===== config.mk =====
export PLATFORM = sky130hd
export DESIGN_NAME = imm_encoder
export DESIGN_NICKNAME = d
export VERILOG_FILES = /design/src/rtl/imm_encoder.sv
export SDC_FILE = /design/constraint.sdc
export NUM_CORES = 1
export LEC_CHECK = 0
export BUFFER_PORTS_ARGS = -buffer_cell sky130_fd_sc_hd__buf_2
export CAP_MARGIN = 20
export CORE_MARGIN = 5
export CORE_UTILIZATION = 48
export CTS_CLUSTER_SIZE = 8
export DETAILED_ROUTE_END_ITERATION = 12
export PLACE_DENSITY = 0.85
export REMOVE_ABC_BUFFERS = 1
export SLEW_MARGIN = 15
export SYNTH_ARGS = -nofsm -noshare
export SYNTH_HDL_FRONTEND = slang
export SYNTH_SLANG_ARGS = --single-unit

===== constraint.sdc =====
create_clock -name clk -period 1.4 [get_ports clk]
set_input_delay 0.42 -clock clk [delete_from_list [all_inputs] [get_ports clk]]
set_output_delay 0.42 -clock clk [all_outputs]
set_load 0.05 [all_outputs]

===== src/rtl/imm_encoder.sv =====
// imm_encoder: scatters a 32-bit immediate into the I/S/B/U/J immediate fields of a
// RISC-V instruction word, merged with the caller's non-immediate fields.
// Two-stage valid/ready pipeline: S1 holds the request, S2 holds the assembled word.
// Optional feature macro: RANGE_CHECK_EN (adds out_err range flag; otherwise out_err = 0).

`ifndef I_TYPE
`define NULL_TYPE 3'd0
`define I_TYPE    3'd1
`define S_TYPE    3'd2
`define B_TYPE    3'd3
`define U_TYPE    3'd4
`define J_TYPE    3'd5
`endif

module imm_encoder #(
    parameter int unsigned CNT_W        = 16,
    parameter int unsigned PASS_UNKNOWN = 1
) (
    input  logic             clk,
    input  logic             rst_n,
    input  logic             in_valid,
    output logic             in_ready,
    input  logic [2:0]       in_itype,
    input  logic [31:0]      in_base,
    input  logic [31:0]      in_imm,
    output logic             out_valid,
    input  logic             out_ready,
    output logic [31:0]      out_inst,
    output logic             out_err,
    output logic [CNT_W-1:0] out_count
);

    localparam logic [31:0] NOP_INST = 32'h0000_0013;

    logic        s1_v;
    logic [2:0]  s1_itype;
    logic [31:0] s1_base;
    logic [31:0] s1_imm;
    logic        s2_v;
    logic        s2_free_c;
    logic        s1_free_c;
    logic [31:0] asm_c;

    // Stage occupancy: S2 frees when empty or draining; S1 frees when empty or moving to S2
    always_comb begin
        s2_free_c = !s2_v || out_ready;
        s1_free_c = !s1_v || s2_free_c;
    end

    assign in_ready  = s1_free_c;
    assign out_valid = s2_v;

    // S1: capture the request whenever the stage is free
    always_ff @(posedge clk or negedge rst_n) begin
        if (!rst_n) begin
            s1_v     <= 1'b0;
            s1_itype <= 3'd0;
            s1_base  <= 32'd0;
            s1_imm   <= 32'd0;
        end else if (s1_free_c) begin
            s1_v <= in_valid;
            if (in_valid) begin
                s1_itype <= in_itype;
                s1_base  <= in_base;
                s1_imm   <= in_imm;
            end
        end
    end

    // Assemble the instruction: immediate fields replace the base's bits, the rest pass through
    always_comb begin
        asm_c = s1_base;
        case (s1_itype)
            `I_TYPE: asm_c = {s1_imm[11:0], s1_base[19:0]};
            `S_TYPE: asm_c = {s1_imm[11:5], s1_base[24:12], s1_imm[4:0], s1_base[6:0]};
            `B_TYPE: asm_c = {s1_imm[12], s1_imm[10:5], s1_base[24:12],
                              s1_imm[4:1], s1_imm[11], s1_base[6:0]};
            `U_TYPE: asm_c = {s1_imm[31:12], s1_base[11:0]};
            `J_TYPE: asm_c = {s1_imm[20], s1_imm[10:1], s1_imm[11],
                              s1_imm[19:12], s1_base[11:0]};
            default: asm_c = (PASS_UNKNOWN != 0) ? s1_base : NOP_INST;
        endcase
    end

    // S2: load from S1 whenever S2 is empty or being drained (collapses bubbles)
    always_ff @(posedge clk or negedge rst_n) begin
        if (!rst_n) begin
            s2_v     <= 1'b0;
            out_inst <= 32'd0;
        end else if (s2_free_c) begin
            s2_v <= s1_v;
            if (s1_v) begin
                out_inst <= asm_c;
            end
        end
    end

    // Completed output handshakes, wrapping at 2^CNT_W
    always_ff @(posedge clk or negedge rst_n) begin
        if (!rst_n) begin
            out_count <= '0;
        end else if (s2_v && out_ready) begin
            out_count <= out_count + CNT_W'(1);
        end
    end

`ifdef RANGE_CHECK_EN
    logic range_c;
    logic s1_err;

    // Flag immediates whose value cannot be reproduced by decoding the chosen format
    always_comb begin
        range_c = 1'b0;
        case (in_itype)
            `I_TYPE, `S_TYPE: range_c = !((&in_imm[31:11]) || !(|in_imm[31:11]));
            `B_TYPE:          range_c = !((&in_imm[31:12]) || !(|in_imm[31:12])) || in_imm[0];
            `U_TYPE:          range_c = |in_imm[11:0];
            `J_TYPE:          range_c = !((&in_imm[31:20]) || !(|in_imm[31:20])) || in_imm[0];
            default:          range_c = 1'b0;
        endcase
    end

    // Range flag travels alongside the request through both stages
    always_ff @(posedge clk or negedge rst_n) begin
        if (!rst_n) begin
            s1_err  <= 1'b0;
            out_err <= 1'b0;
        end else begin
            if (s1_free_c && in_valid) begin
                s1_err <= range_c;
            end
            if (s2_free_c && s1_v) begin
                out_err <= s1_err;
            end
        end
    end
`else
    assign out_err = 1'b0;
`endif

endmodule


Word level (Yosys, flattened, before mapping)
Index checks and enable logic that the tools add are counted.
Word-level totals
  register bits after elaboration: 117
  word-level logic and storage cells: 21
Cells by class
  $add $sub $neg: 1
  eq/ne operators: 5
  multiplexer cells: 1
  reductions and logical operators: 7
Operators with widths (count)
  $pmux 32 s5: 1
  $add 16x1->16 const B: 1
  $eq 3x2->1 const B: 2
  $eq 3x3->1 const B: 2
  $reduce_and 2->1: 2
  $eq 3x1->1 const B: 1
  $logic_not 1->1: 2
  $logic_or 1x1->1: 2
  $logic_and 1x1->1: 1

Longest topological paths before layout
  depth after elaboration: 4
  depth in mapped cells: 6

Worst setup path after synthesis
No wires, ideal clock.
  path kind: flip-flop to flip-flop
  from: register s2_v, in the netlist out_valid
  to: register s1_base[0]
  library setup time: 0.125 ns
  arrival time: 2.175 ns
  path slack: -0.900 ns
  cell stages (with the launch flop): 6
  period minus slack after synthesis: 2.300 ns
  cells stage by stage: dfrtp_1 > nand3b_1 > nand2_1 > buf_4 > buf_6 > mux2_2
Between the ends
  word-level cells in the longest chain between the ends: 4
Ends and longest elaborated chain
  start, declared: line 39  | logic s2_v;
  start signal, assigned: line 91  | s2_v <= s1_v;
  $logic_not 1->1: line 46  | s2_free_c = !s2_v || out_ready;
  $logic_or 1x1->1: line 46
  $logic_or 1x1->1: line 47  | s1_free_c = !s1_v || s2_free_c;
  net in_ready: line 22  | output logic in_ready,
  $reduce_and 2->1 (no source line)
  end signal, assigned: line 64  | s1_base <= in_base;
  end, declared: line 37  | logic [31:0] s1_base;
The timed path passes the listed nets, and every way through them passes these cells.
A chain may end at the register's enable or synchronous reset.

Final worst setup path
  from: register out_count[8]
  to: register out_count[12]
Between the ends
  word-level cells in the longest chain between the ends: 1
Ends and longest elaborated chain
  start, declared: line 30  | output logic [CNT_W-1:0] out_count
  start signal, assigned: line 103  | out_count <= out_count + CNT_W'(1);
  $add 16x1->16: line 103
Every way passes these cells.

==> flow_summary.yaml <==
sta:
  holdWs_ps: 130
  setup_viol: 155
  post_route_clock_period_utilization_pct: 133
  rsz_0062_raised_after_global_routing: "yes"
  hold_violation_count_in_the_final_report: 0
  period_needed_ps: 1860
  max-slew-margin-rel_pct: 64.4
  fin_ws_ps: -460
  timing.final.max_slew_violations: 0
  timing_worst_slew_pin_value_ps: 533
  post_route_skew_ps: 19.2
  max_freq_mhz: 538
final_layout:
  synthToLayoutAreaGrowth_pct: 59.0
  proportion_of_layout_cells_with_a_drive_suffix_above_1_pct: 56.5
  diodes: 0
  design.final.nets: 686
floorplanning:
  die_height_um: 113
  core-area_mm2: 0.0103
  start_util_pct: 49.0
  design.die.area_mm2: 0.0127
  core.rowCount: 37
  die_width_um: 113
  ports: 122
synthesis:
  synthesis.yosys.warnings: 0
  asyncSetResetFlopFracSynth_pct: 100
  synth_top_cell_area_share_pct: 57.9
  synth_enable_flop_cells: 0
  synth_commonest_cells: "sky130_fd_sc_hd__dfrtp_1 (117), sky130_fd_sc_hd__mux2_2 (81), sky130_fd_sc_hd__nand2_1 (35), sky130_fd_sc_hd__nor3_1 (25), sky130_fd_sc_hd__o21ai_0 (25)"
  postSynthAreaPerCell_um2: 12.6
  yosys_register_bits: 117
  synth_cell_type_count: 36
  synthCells: 400
  yosysMostFrequentCell: "sky130_fd_sc_hd__dfrtp_1"
  synth.area.top_cells: "sky130_fd_sc_hd__dfrtp_1 (58%), sky130_fd_sc_hd__mux2_2 (18%), sky130_fd_sc_hd__mux2i_1 (3.0%)"
  synthDominantAreaCellType: "sky130_fd_sc_hd__dfrtp_1"
  yosys_most_used_dff: "sky130_fd_sc_hd__dfrtp_1"
  synth_sequential_area_ratio_pct: 57.9
  synth.cell_area_mm2: 0.00506
detailed_routing:
  drtAntennaViolNets: 0
  drt_first_iter_violations: 196
  routed_wl_um: 16900
  viasPerCell: 5.52
  remaining_routing_drc_violations: 0
  vias: 4208
  drtPass1Iterations: 4
  drt-wirelength-per-cell_um: 22.2
setup_path:
  setup.worst_path.end_class: "flip-flop"
  crit_buf_inv: 1
  cp-start-kind: "flip-flop"
  cp_cell_sequence: "buf_6, nand4_1, or4_4, nor2_4, xor2_2"
  worst-endpoint-required_ps: 1840
  worstPathMaxFanout: 3
  worst_path_dominant_cell_family: "simple AND/OR/NAND/NOR gates"
  max_stage_delay_ps: 590
  path_class: "reg2reg"
  crit_path_top_delay_cell: "sky130_fd_sc_hd__or4_4"
  critPathArrivalTime_ps: 2300
placed_design:
  io_buffer_count: 120
  dpl.hpwl_um: 7830
  post_place_setup_slack_ps: -215
  gp_congestion: 0.736
pwr:
  power_leakage_nw: 3.78
  comb_power_share_pct: 34.8
  power.ir.vdd_worst_uv: 1480
  internal-power_w: 0.0101
  net-switching-power_w: 0.00487
  design_power_total_w: 0.0149
  clkPwrFrac_pct: 34.6
  power-per-cell-area_mw_per_mm2: 1860
  power.sequential.fraction_pct: 30.6
  switching_share_pct: 32.6
clock_network:
  worst_skew_pair.late_latency_ps: 530
  cts_tree: "built"
  root_buffer: "sky130_fd_sc_hd__clkbuf_8"
  cts.reportedPaths.clkPinSlew_ps: 60
  total_clock_buffers_created_by_cts: 17
  clk_sinks: 117
  clock_tree.htree_level_count: 4
  max-clock-path-buffers: 2
outcome:
  result_of_the_run: "complete, but fails checks"
  failing_checks: "negative setup slack"
grt:
  grt_pass1_wl_um: 23600
  global_route.usage.total_pct: 23.7
  number_of_antenna_violations_at_the_first_check_in_global_routing: 0
  globalRoute.totalOverflow: 0
  grt_pass1_vias: 4539
  grt_start_max_net_pins: 72
flow_run:
  max_cap_viol_count: 0
worst_hold_path:
  hold_path.class: "in2reg"
-- power by group through the flow --
stage          clock network (W)  logic, W  registers [W]
4_1_cts                  0.00512   0.00469        0.00450
3_3_place_gp                   0   0.00347        0.00444
3_5_place_dp                   0   0.00357        0.00449
6_report                 0.00517   0.00520        0.00458
2_1_floorplan                  0   0.00107        0.00575
5_1_grt                  0.00535   0.00546        0.00464
-- kinds of logic (layout without fill, tap and decap cells) --
group	count (synthesis)	count (layout)	synth area share [%]
flops	117	117	57.9
simple gates	100	101	10.4
mux	96	96	21.0
compound gates	42	42	4.67
buf+inv	27	253	2.99
xor+xnor	16	16	2.77
fa+ha+maj	1	1	0.247
other cells	1	1	0.0741
-- area by class of cell --
| cell class | count | area (um^2) |
|---|---|---|
| Clock buffer | 23 | 467 |
| Timing Repair Buffer | 218 | 2100 |
| Fill cell | 578 | 2280 |
| Sequential cell | 117 | 2930 |
| Multi-Input combinational cell | 257 | 2140 |
| Clock inverter | 9 | 220 |
| Inverter | 3 | 11.3 |
| Tap cell | 136 | 170 |
-- timing repair --
item,CTS,global route
resized for setup,137,35
gates cloned,5,7
buffers inserted,37,21
endpoints found under the hold margin,117,0
setup endpoints to repair,140,160
pin swaps,11,18
hold buffers,1,0
-- routing by layer --
metal,track usage (%),share of wire [%],up-vias
met3,6.20,5.8,42
met1,27.8,37,2132
li1,-,-,1841
met5,0,0,-
met4,7.93,2.8,0
met2,42.1,54,193
-- cell usage in the layout (no fill, tap or decap), types with 2 or more instances in the layout --
master                      count
sky130_fd_sc_hd__a21oi_1        3
sky130_fd_sc_hd__a22oi_1        5
sky130_fd_sc_hd__buf_12        12
sky130_fd_sc_hd__buf_16         3
sky130_fd_sc_hd__buf_2         69
sky130_fd_sc_hd__buf_4         61
sky130_fd_sc_hd__buf_6         56
sky130_fd_sc_hd__buf_8          8
sky130_fd_sc_hd__bufbuf_16      2
sky130_fd_sc_hd__bufinv_16      7
sky130_fd_sc_hd__clkbuf_1       3
sky130_fd_sc_hd__clkbuf_16     22
sky130_fd_sc_hd__clkbuf_8       4
sky130_fd_sc_hd__clkinv_2       2
sky130_fd_sc_hd__dfrtp_1      112
sky130_fd_sc_hd__dfrtp_2        5
sky130_fd_sc_hd__inv_1          2
sky130_fd_sc_hd__mux2_2        80
sky130_fd_sc_hd__mux2i_1       15
sky130_fd_sc_hd__nand2_1       32
sky130_fd_sc_hd__nand2_4        3
sky130_fd_sc_hd__nand2_8        2
sky130_fd_sc_hd__nand2b_1       3
sky130_fd_sc_hd__nand4_1        6
sky130_fd_sc_hd__nor2_4         4
sky130_fd_sc_hd__nor2b_1       14
sky130_fd_sc_hd__nor3_1        25
sky130_fd_sc_hd__o21ai_0       17
sky130_fd_sc_hd__o21ai_1        7
sky130_fd_sc_hd__o21bai_1       2
sky130_fd_sc_hd__o22ai_1        6
sky130_fd_sc_hd__xnor2_1        8
sky130_fd_sc_hd__xnor2_2        3
sky130_fd_sc_hd__xor2_1         4
-- worst reg2reg max path, cell delays in order (launching register included) --
cell                      delay, ps
sky130_fd_sc_hd__dfrtp_1        400
sky130_fd_sc_hd__buf_6          120
sky130_fd_sc_hd__nand4_1        300
sky130_fd_sc_hd__or4_4          590
sky130_fd_sc_hd__nor2_4         180
sky130_fd_sc_hd__xor2_2         190
-- state kept, by name, summed over array words and instances, names as in the netlist --
signal     flops
s1_v           1
s1_itype       3
out_count     16
out_valid      1
s1_base       32
out_inst      32
s1_imm        32
-- path summary, 6_finish.rpt --
| kind | start | end | slack (ps) | cells after the start |
|---|---|---|---|---|
| min in group asynchronous | rst_n | out_count[4] | 420 | 3 |
| hold reg to reg | s1_imm[19] | s1_imm[19] | 510 | 1 |
| setup / recovery | out_count[8] | out_count[12] | -460 | 5 |
| hold / removal | in_base[7] | s1_base[7] | 130 | 2 |
| setup reg to reg | out_count[8] | out_count[12] | -460 | 5 |
| max in group asynchronous | rst_n | s1_itype[2] | 570 | 3 |
-- metrics by stage --
stage / std cells / TNS [ps] / instance area, um^2 / utilization [%]
2_1_floorplan: 376 / -153120 / 4920 / -
3_3_place_gp: 663 / -14590 / 6040 / 58.5
3_5_place_dp: 663 / -16650 / 6040 / 58.5
4_1_cts: 738 / -9960 / 7600 / 73.6
5_1_grt: 763 / -23940 / 8040 / 77.9
6_report: 763 / -20130 / 8040 / 77.9
Note: power is estimated with default switching activity, not from simulation.
